--- src/rtl/multicycle_ctrl_seq_pkg.sv ---
// ctrl_pkg: shared types and encodings for the multi-cycle control sequencer.
//   state_t  - 4-bit sequencer state (also driven out on the debug port)
//   class_t  - instruction class produced by ctrl_decoder
//   OP_*/EXT_* opcode and extension field values
//   PC_SRC_*/WB_SEL_* mux select encodings
package ctrl_pkg;

    typedef enum logic [3:0] {
        S_FETCH  = 4'd0,
        S_DECODE = 4'd1,
        S_EXEC_R = 4'd2,
        S_EXEC_I = 4'd3,
        S_MEM_RD = 4'd4,
        S_MEM_WB = 4'd5,
        S_MEM_WR = 4'd6,
        S_BRANCH = 4'd7,
        S_JAL    = 4'd8,
        S_JUMP   = 4'd9,
        S_HALT   = 4'd10
    } state_t;

    typedef enum logic [2:0] {
        CLS_R,
        CLS_I,
        CLS_LOAD,
        CLS_STORE,
        CLS_JAL,
        CLS_JUMP,
        CLS_BRANCH,
        CLS_HALT
    } class_t;

    localparam logic [3:0] OP_RTYPE   = 4'h0;
    localparam logic [3:0] OP_SPECIAL = 4'h4;
    localparam logic [3:0] OP_BCOND   = 4'hC;
    localparam logic [3:0] OP_HALT    = 4'hF;

    localparam logic [3:0] EXT_LOAD  = 4'h0;
    localparam logic [3:0] EXT_STOR  = 4'h4;
    localparam logic [3:0] EXT_JAL   = 4'h8;
    localparam logic [3:0] EXT_JCOND = 4'hC;

    localparam logic [1:0] PC_SRC_INC = 2'd0;  // PC + 1
    localparam logic [1:0] PC_SRC_REL = 2'd1;  // PC + sign-extended imm8
    localparam logic [1:0] PC_SRC_REG = 2'd2;  // register A

    localparam logic [1:0] WB_SEL_ALU  = 2'd0;
    localparam logic [1:0] WB_SEL_MEM  = 2'd1;
    localparam logic [1:0] WB_SEL_LINK = 2'd2;

    // States whose duration is set by the memory access timing.
    function automatic logic is_access(state_t s);
        return (s == S_FETCH) || (s == S_MEM_RD) || (s == S_MEM_WR);
    endfunction

endpackage

--- src/rtl/multicycle_ctrl_seq_decoder.sv ---
// ctrl_decoder: purely combinational instruction classifier.
//   op_code - IR[15:12]
//   ext_op  - IR[7:4]
//   cls     - instruction class selecting the post-DECODE state sequence
module ctrl_decoder
    import ctrl_pkg::*;
(
    input  logic [3:0] op_code,
    input  logic [3:0] ext_op,
    output class_t     cls
);

    always_comb begin
        cls = CLS_I;
        case (op_code)
            OP_RTYPE: cls = CLS_R;
            OP_SPECIAL: begin
                case (ext_op)
                    EXT_LOAD:  cls = CLS_LOAD;
                    EXT_STOR:  cls = CLS_STORE;
                    EXT_JAL:   cls = CLS_JAL;
                    EXT_JCOND: cls = CLS_JUMP;
                    // Unused special extensions fall back to an ALU operation.
                    default:   cls = CLS_R;
                endcase
            end
            OP_BCOND: cls = CLS_BRANCH;
            OP_HALT:  cls = CLS_HALT;
            default:  cls = CLS_I;
        endcase
    end

endmodule

--- src/rtl/multicycle_ctrl_seq.sv ---
// multicycle_ctrl_seq: multi-cycle control sequencer for the 16-bit processor.
// Fetches and latches an instruction, decodes it, then walks a per-class state
// sequence driving register-file, ALU, PC and dual-port memory controls.
// Ports:
//   clock, reset          - rising-edge clock, synchronous active-high reset
//   instruction           - memory port-B read data, latched into IR at end of FETCH
//   mem_ready             - access-complete strobe (only when USE_MEM_READY=1)
//   cond_met              - branch condition, used in BRANCH
//   stall                 - freeze state, counter and IR; suppress write/PC enables
//   reg_we, reg_waddr, reg_raddr_a, reg_raddr_b - register-file controls
//   op_code, ext_op, imm_high, imm_low          - IR fields
//   reg_or_imm, pc_en, pc_src, wb_sel           - datapath selects
//   mem_a_en, mem_a_we, mem_b_en                - memory port enables
//   halted, state                               - status / debug
module multicycle_ctrl_seq
    import ctrl_pkg::*;
#(
    parameter int REG_AW        = 5,
    parameter int MEM_LATENCY   = 1,
    parameter int USE_MEM_READY = 0
) (
    input  logic              clock,
    input  logic              reset,
    input  logic [15:0]       instruction,
    input  logic              mem_ready,
    input  logic              cond_met,
    input  logic              stall,
    output logic              reg_we,
    output logic [REG_AW-1:0] reg_waddr,
    output logic [REG_AW-1:0] reg_raddr_a,
    output logic [REG_AW-1:0] reg_raddr_b,
    output logic [3:0]        op_code,
    output logic [3:0]        ext_op,
    output logic [3:0]        imm_high,
    output logic [3:0]        imm_low,
    output logic              reg_or_imm,
    output logic              pc_en,
    output logic [1:0]        pc_src,
    output logic [1:0]        wb_sel,
    output logic              mem_a_en,
    output logic              mem_a_we,
    output logic              mem_b_en,
    output logic              halted,
    output logic [3:0]        state
);

    // The counter records cycles spent in the current access state; it is
    // zero on entry, so the fixed-latency exit lands on the (MEM_LATENCY-1)th
    // count, equivalent to a down-count from MEM_LATENCY-1 reaching zero.
    localparam logic [3:0] LAST_CNT = 4'(MEM_LATENCY - 1);

    state_t      cur;
    logic [3:0]  cnt;
    logic [15:0] ir;
    class_t      cls;
    logic        acc_done;

    ctrl_decoder u_decoder (
        .op_code (ir[15:12]),
        .ext_op  (ir[7:4]),
        .cls     (cls)
    );

    assign acc_done = (USE_MEM_READY != 0) ? mem_ready : (cnt == LAST_CNT);

    always_ff @(posedge clock) begin
        if (reset) begin
            cur <= S_FETCH;
            cnt <= 4'd0;
            ir  <= 16'd0;
        end else if (!stall) begin
            case (cur)
                S_FETCH: begin
                    if (acc_done) begin
                        ir  <= instruction;
                        cur <= S_DECODE;
                        cnt <= 4'd0;
                    end else begin
                        cnt <= cnt + 4'd1;
                    end
                end
                S_DECODE: begin
                    cnt <= 4'd0;
                    case (cls)
                        CLS_R:      cur <= S_EXEC_R;
                        CLS_I:      cur <= S_EXEC_I;
                        CLS_LOAD:   cur <= S_MEM_RD;
                        CLS_STORE:  cur <= S_MEM_WR;
                        CLS_JAL:    cur <= S_JAL;
                        CLS_JUMP:   cur <= S_JUMP;
                        CLS_BRANCH: cur <= S_BRANCH;
                        CLS_HALT:   cur <= S_HALT;
                    endcase
                end
                S_MEM_RD: begin
                    if (acc_done) begin
                        cur <= S_MEM_WB;
                        cnt <= 4'd0;
                    end else begin
                        cnt <= cnt + 4'd1;
                    end
                end
                S_MEM_WR: begin
                    if (acc_done) begin
                        cur <= S_FETCH;
                        cnt <= 4'd0;
                    end else begin
                        cnt <= cnt + 4'd1;
                    end
                end
                S_HALT: begin
                    cur <= S_HALT;
                end
                default: begin
                    // Single-cycle execute states all return to FETCH.
                    cur <= S_FETCH;
                    cnt <= 4'd0;
                end
            endcase
        end
    end

    // Moore decode of the registered state. Stall and reset gate the
    // enables combinationally so that no write or PC update lands on a
    // stalled edge or on the edge that takes reset.
    always_comb begin
        reg_we     = 1'b0;
        reg_or_imm = 1'b0;
        pc_en      = 1'b0;
        pc_src     = PC_SRC_INC;
        wb_sel     = WB_SEL_ALU;
        mem_a_en   = 1'b0;
        mem_a_we   = 1'b0;
        mem_b_en   = 1'b0;
        halted     = 1'b0;
        case (cur)
            S_FETCH:  mem_b_en = 1'b1;
            S_EXEC_R: begin
                reg_we = 1'b1;
                pc_en  = 1'b1;
            end
            S_EXEC_I: begin
                reg_we     = 1'b1;
                reg_or_imm = 1'b1;
                pc_en      = 1'b1;
            end
            S_MEM_RD: mem_a_en = 1'b1;
            S_MEM_WB: begin
                reg_we = 1'b1;
                wb_sel = WB_SEL_MEM;
                pc_en  = 1'b1;
            end
            S_MEM_WR: begin
                mem_a_en = 1'b1;
                mem_a_we = 1'b1;
                pc_en    = acc_done;
            end
            S_BRANCH: begin
                pc_en  = 1'b1;
                pc_src = cond_met ? PC_SRC_REL : PC_SRC_INC;
            end
            S_JAL: begin
                reg_we = 1'b1;
                wb_sel = WB_SEL_LINK;
                pc_en  = 1'b1;
                pc_src = PC_SRC_REG;
            end
            S_JUMP: begin
                pc_en  = 1'b1;
                pc_src = PC_SRC_REG;
            end
            S_HALT:   halted = 1'b1;
            default:  ;
        endcase
        if (stall) begin
            reg_we   = 1'b0;
            pc_en    = 1'b0;
            mem_a_we = 1'b0;
        end
        if (reset) begin
            reg_we     = 1'b0;
            reg_or_imm = 1'b0;
            pc_en      = 1'b0;
            pc_src     = PC_SRC_INC;
            wb_sel     = WB_SEL_ALU;
            mem_a_en   = 1'b0;
            mem_a_we   = 1'b0;
            mem_b_en   = 1'b0;
            halted     = 1'b0;
        end
    end

    assign reg_waddr   = REG_AW'(ir[11:8]);
    assign reg_raddr_a = REG_AW'(ir[11:8]);
    assign reg_raddr_b = REG_AW'(ir[3:0]);
    assign op_code     = ir[15:12];
    assign ext_op      = ir[7:4];
    assign imm_high    = ir[7:4];
    assign imm_low     = ir[3:0];
    assign state       = cur;

endmodule

--- config.mk ---
export PLATFORM = sky130hd
export DESIGN_NAME = multicycle_ctrl_seq
export DESIGN_NICKNAME = d
export VERILOG_FILES = /design/src/rtl/multicycle_ctrl_seq_pkg.sv /design/src/rtl/multicycle_ctrl_seq_decoder.sv /design/src/rtl/multicycle_ctrl_seq.sv
export SDC_FILE = /design/constraint.sdc
export NUM_CORES = 1
export LEC_CHECK = 0
export CORE_ASPECT_RATIO = 1.75
export CORE_MARGIN = 4
export CORE_UTILIZATION = 45
export DETAILED_ROUTE_END_ITERATION = 10
export PLACE_DENSITY = 0.9
export SLEW_MARGIN = 20
export SYNTH_ARGS = -nofsm -noshare
export SYNTH_HDL_FRONTEND = slang
export SYNTH_SLANG_ARGS = --single-unit
export TNS_END_PERCENT = 10
--- constraint.sdc ---
create_clock -name clock -period 4.4 [get_ports clock]
set_input_delay 0.88 -clock clock [delete_from_list [all_inputs] [get_ports clock]]
set_output_delay 0.88 -clock clock [all_outputs]
set_load 0.02 [all_outputs]
==> flow_summary.json, run 1 <==
{
  "drtPass1Iterations": 4,
  "hold_violations": 0,
  "grt_overflow": 0,
  "ys.flop_type": "dfxtp_1",
  "required_ns": 3.52,
  "nFillCells": 284,
  "cp_common_cell": "clkdlybuf4s50_1",
  "fin_crit_sh_pct": 82.1,
  "setup_violations": 0,
  "final_cell_mix": "clkdlybuf4s50_1, nand2_1, dfxtp_1",
  "grt_pass1_wl_mm": 5.72,
  "clk_latency_ns": 0.26,
  "syn-instance-count": 189,
  "postCtsSetupBuffers": 0,
  "first_iter_violations": 44,
  "cts_resized": 0,
  "ys_ff_latch": 24,
  "totalWireLength_mm": 3.38,
  "placed_cell_area_um2": 1980,
  "grt_max_degree": 17,
  "numPortBuffers": 62,
  "cp_max_fo": 14,
  "clock_sinks": 24,
  "fp.dieH_um": 84.2,
  "cp-end-kind": "output pin",
  "avgViaCountPerCell": 5.07,
  "critPathArrivalTime_ns": 2.73,
  "finClkSkew_ns": 0.00139,
  "tightest_slew_ns": 0.793,
  "ys_types": 48,
  "grt_antenna_before_repair": 0,
  "p_per_area_nw_per_um2": 261,
  "area_growth_pct": 35.3,
  "critPathMaxStageDelay_ns": 0.65,
  "drive_above_1_share_pct": 6.03,
  "layout_commonest_cell": "clkdlybuf4s50_1",
  "cts_buffer_depth": 2,
  "cts_buffers": 3,
  "post_synth_instance_area_um2": 1490,
  "num-nets-final": 260,
  "register_area_um2": 480,
  "synth_seq_area_share_pct": 32.2,
  "maxCapViolCount": 0,
  "synth_edf_count": 0,
  "postSynthAreaPerCell_um2": 7.89,
  "die_x_um": 51.5,
  "io-pin-count": 67,
  "crit_path_top_delay_cell": "clkdlybuf4s50_1",
  "clock.fmax_mhz": 277,
  "min_period_ns": 3.61,
  "ant_nets": 0,
  "synth-warning-count": 0,
  "htree_levels": 1,
  "rows": 27,
  "ctsRootBufferMaster": "clkbuf_8",
  "fp.coreArea_um2": 3180,
  "async_reset_ff_share_pct": 0,
  "slew_headroom_pct": 46.8,
  "die_area_um2": 4340,
  "fin_area_um2": 2020,
  "min_path_type": "register to register",
  "grt_pass1_vias": 1368,
  "synth_top_area_cell": "dfxtp_1",
  "setup.worst_path.class": "primary input to output pin",
  "leakage_nw": 0.729,
  "vdd_ir_drop_max_uv": 244,
  "drc": 0,
  "vias": 1394,
  "start_util_pct": 47.0,
  "ctsHoldBuffers": 0,
  "setup_tns_ns": 0,
  "cp-start-kind": "primary input",
  "grt.total_usage_pct": 16.6,
  "drv_slew": 0,
  "dp_hpwl_mm": 2.68,
  "multi_input_area_um2": 769,
  "path_cells": "clkdlybuf4s50_1 -> buf_4 -> nor2b_1 -> clkdlybuf4s50_1",
  "rsz0062_at_grt": "no",
  "gp_congestion": 0.823,
  "cts_tree": "done",
  "synth_top_area_share_pct": 32.2,
  "synth_area_leaders": "dfxtp_1, nand2_1, buf_4",
  "wl_per_cell_um": 12.3,
  "antenna_cells": 0,
  "status": "finished clean",
  "cts.clk_slew.worst_paths_ns": 0.08
}
synth_stat cells, drive strengths merged (2+ instances only):
cell type and instances:
a21oi 22, nor2 7, clkbuf 4, inv 8
nor3 10, o21ai 5, nor4 3, or4 2
or2 3, a221oi 2, buf 22, a21o 2
ha 5, nand3 3, nand2 36, o21a 3
nand2b 5, a211oi 2, or4b 2, dfxtp 24
where the power goes:
part           leakage [nW]  internal, mW  switching, mW  total [mW]
Sequential            0.196         0.230         0.0145       0.244
Clock                0.0216        0.0610         0.0619       0.123
Combinational         0.511        0.0775         0.0819       0.159
Total                 0.729         0.368          0.158       0.527
logic make-up (layout without fill, tap and decap cells):
kind of cell	after synthesis	after routing	synth area share [%]
buffers and inverters	35	76	16.7
other	1	3	0.251
and+or+nand+nor	80	80	28.4
adders and majority gates	5	5	4.19
AOI/OAI and AO/OA	44	44	18.2
DFF	24	24	32.2
registers in the layout, summed over array words and instances, names as in the netlist:
name / count
state: 4
ir: 16
cnt: 4
cell type report:
| class | count | share of cell area (%) |
|---|---|---|
| clock buffer | 3 | 2.05 |
| inverter | 8 | 1.49 |
| multi-input combinational | 132 | 38.1 |
| sequential | 24 | 23.8 |
| tap | 43 | 2.67 |
| timing repair buffer | 65 | 31.9 |
per-layer routing:
layer | share of wire, % | global-route usage [%]
met1 | 37 | 15.9
met2 | 56 | 31.8
met3 | 5.8 | 2.84
met4 | 1.7 | 8.11
met5 | 0 | 0
critical path: cells and delay by family:
family | cells | cell delay, ns
buffers and inverters | 3 | 1.61
and+or+nand+nor | 1 | 0.23
worst paths after layout:
path	from	endpoint	slack [ns]	cells past startpoint
max	reset	halted	0.79	4
min	ir[3]	ir[3]	0.47	2
max reg2reg	cnt[0]	ir[0]	2.36	6
min reg2reg	ir[3]	ir[3]	0.47	2
metrics by stage:
step                      power [mW]  hold slack [ns]  std cells  util, %  setup WS (ns)
after floorplan                0.359            0.479        191        -           1.61
after global placement         0.408            0.458        272     62.3          0.836
after detailed placement       0.411            0.462        272     62.3          0.778
after CTS                      0.533            0.473        275     63.6          0.780
after global routing           0.556            0.501        275     63.6          0.597
final                          0.527            0.470        275     63.6          0.789
Note: power is estimated with default switching activity, not from simulation.
==> run 2: changes to the inputs <==
- CORE_UTILIZATION: 45 -> 42
- PLACE_DENSITY: 0.9 -> 0.85
- clock period: 4.4 -> 3.6 ns (I/O delays scaled with it)
==> run 2 against run 1 <==
Net effect:
- sequential power rose by 23%
- hold slack gained 0.0056 ns
- clock skew is 0.00086 ns higher
- combinational power grew 25%
- total power grew 29%
- cell count grew 1.5%
- register-to-register slack lost 0.84 ns
- sequential cell count unchanged
- die area rose by 6.2%
- routed wire length grew 3.0%
- non-clock buffer count up 1
- global-route usage down 0.83 points
==> flow_summary.json, run 2 (synthesis results as in run 1) <==
{
  "status": "finished clean",
  "rows": 28,
  "min_period_ns": 3.15,
  "setup_tns_ns": 0,
  "critPathArrivalTime_ns": 2.43,
  "htree_levels": 1,
  "cts_buffers": 3,
  "rr_startpoint": "ir[4]",
  "hold_violations": 0,
  "cts_buffer_depth": 2,
  "switching_share_pct": 29.9,
  "power_frac_seq_pct": 44.1,
  "placed_cell_area_um2": 1990,
  "tightest_slew_ns": 0.819,
  "cp_max_fo": 14,
  "antenna_cells": 0,
  "leakage_nw": 0.741,
  "timing.rr.end": "state[1]",
  "cp-start-kind": "primary input",
  "combinationalPowerShare_pct": 29.2,
  "avgViaCountPerCell": 5.12,
  "num-nets-final": 261,
  "gp_congestion": 0.832,
  "grt_antenna_before_repair": 0,
  "io-pin-count": 67,
  "postCtsSetupBuffers": 0,
  "fp.dieH_um": 86.8,
  "area_growth_pct": 36.9,
  "wl_per_cell_um": 12.5,
  "maxCapViolCount": 0,
  "whs_endpoint": "ir[8]",
  "vias": 1428,
  "die_x_um": 53.0,
  "p_clk_share_pct": 26.7,
  "min_path_type": "register to register",
  "nFillCells": 315,
  "cts_tree": "done",
  "grt_pass1_vias": 1360,
  "reg2reg_depth": 7,
  "required_ns": 2.88,
  "largest-register": "ir",
  "reg2reg_slack_ns": 1.52,
  "drive_above_1_share_pct": 6.84,
  "worstHoldStart": "ir[8]",
  "finClkSkew_ns": 0.00225,
  "ant_nets": 0,
  "ctsHoldBuffers": 0,
  "grt_overflow": 0,
  "clock_sinks": 24,
  "min_path_cells": 2,
  "largest_reg_flops": 16,
  "grt_pass1_wl_mm": 5.60,
  "setup_violations": 0,
  "p_per_area_nw_per_um2": 332,
  "drv_slew": 0,
  "first_iter_violations": 13,
  "clk_latency_ns": 0.26,
  "fin_area_um2": 2040,
  "totalWireLength_mm": 3.49,
  "hold_slack_ns": 0.476,
  "ctsRootBufferMaster": "clkbuf_8",
  "cts_resized": 0,
  "drc": 0,
  "numPortBuffers": 62,
  "dp_hpwl_mm": 2.70,
  "clock.fmax_mhz": 317,
  "grt.total_usage_pct": 15.7,
  "cp-end-kind": "output pin",
  "slew_headroom_pct": 45.0,
  "final_cell_mix": "clkdlybuf4s50_1, nand2_1, dfxtp_1",
  "start_util_pct": 43.9,
  "layout_commonest_cell": "clkdlybuf4s50_1",
  "setup.worst_path.class": "primary input to output pin",
  "fin_crit_sh_pct": 87.6,
  "drtPass1Iterations": 4,
  "die_area_um2": 4610,
  "vdd_ir_drop_max_uv": 311,
  "p_int_uw": 474,
  "cts.clk_slew.worst_paths_ns": 0.08,
  "grt_max_degree": 17,
  "fp.coreArea_um2": 3400,
  "rsz0062_at_grt": "no",
  "p_sw_uw": 203
}
-- run 2: cell types whose count changed in the layout (fill, tap and decap cells not counted) --
cell,change
clkbuf_8,+1
buf_4,+1
-- run 2: worst max path at each step --
stage / slack (ns) / from / endpoint
4_1_cts: 0.43 / reset / reg_or_imm
2_1_floorplan: 1.13 / reset / reg_or_imm
6_report: 0.45 / reset / reg_or_imm
3_5_place_dp: 0.43 / reset / reg_or_imm
5_1_grt: 0.32 / reset / reg_or_imm
3_3_place_gp: 0.49 / reset / reg_or_imm
-- run 2: through the flow --
stage	setup slack, ns	utilization (%)	power (mW)	std cells
2_1_floorplan	1.13	-	0.438	191
3_3_place_gp	0.490	58.5	0.500	275
3_5_place_dp	0.434	58.5	0.503	275
4_1_cts	0.430	60.1	0.682	279
6_report	0.447	60.1	0.677	279
5_1_grt	0.316	60.1	0.705	279
-- run 2: area by class of cell --
type                    count  area (um2)  area share [%]
repair buffers             66         651            31.9
multi-input cells         132         769            37.7
flip-flops and latches     24         480            23.5
clock buffers               4        55.1            2.70
well taps                  45        56.3            2.76
inverters                   8        30.0            1.47
-- run 2: critical path, stage by stage --
cell             delay, ns
clkdlybuf4s50_1       0.65
nor4b_1               0.39
clkdlybuf4s50_1       0.67
-- run 2: routing by layer --
layer / share of wire, % / GRT usage (%) / vias up / wire [um]
li1: - / - / 727 / -
met1: 38 / 15.8 / 655 / 1310
met2: 56 / 30.1 / 42 / 1960
met3: 4.9 / 2.75 / 4 / 170
met4: 1.3 / 6.51 / 0 / 46
met5: 0 / 0 / - / 0
-- run 2: power groups by stage --
stage	clock (mW)	sequential (mW)	combinational, mW
floorplan	0	0.318	0.120
global placement	0	0.304	0.196
detailed placement	0	0.305	0.198
CTS	0.183	0.299	0.200
global route	0.189	0.302	0.215
finish	0.180	0.299	0.198
==> run 3: changes to the inputs <==
- CTS_CLUSTER_DIAMETER: unset -> 120
==> results of run 3 <==
Same layout as run 2: the final DEF is identical, and so are final timing and power.
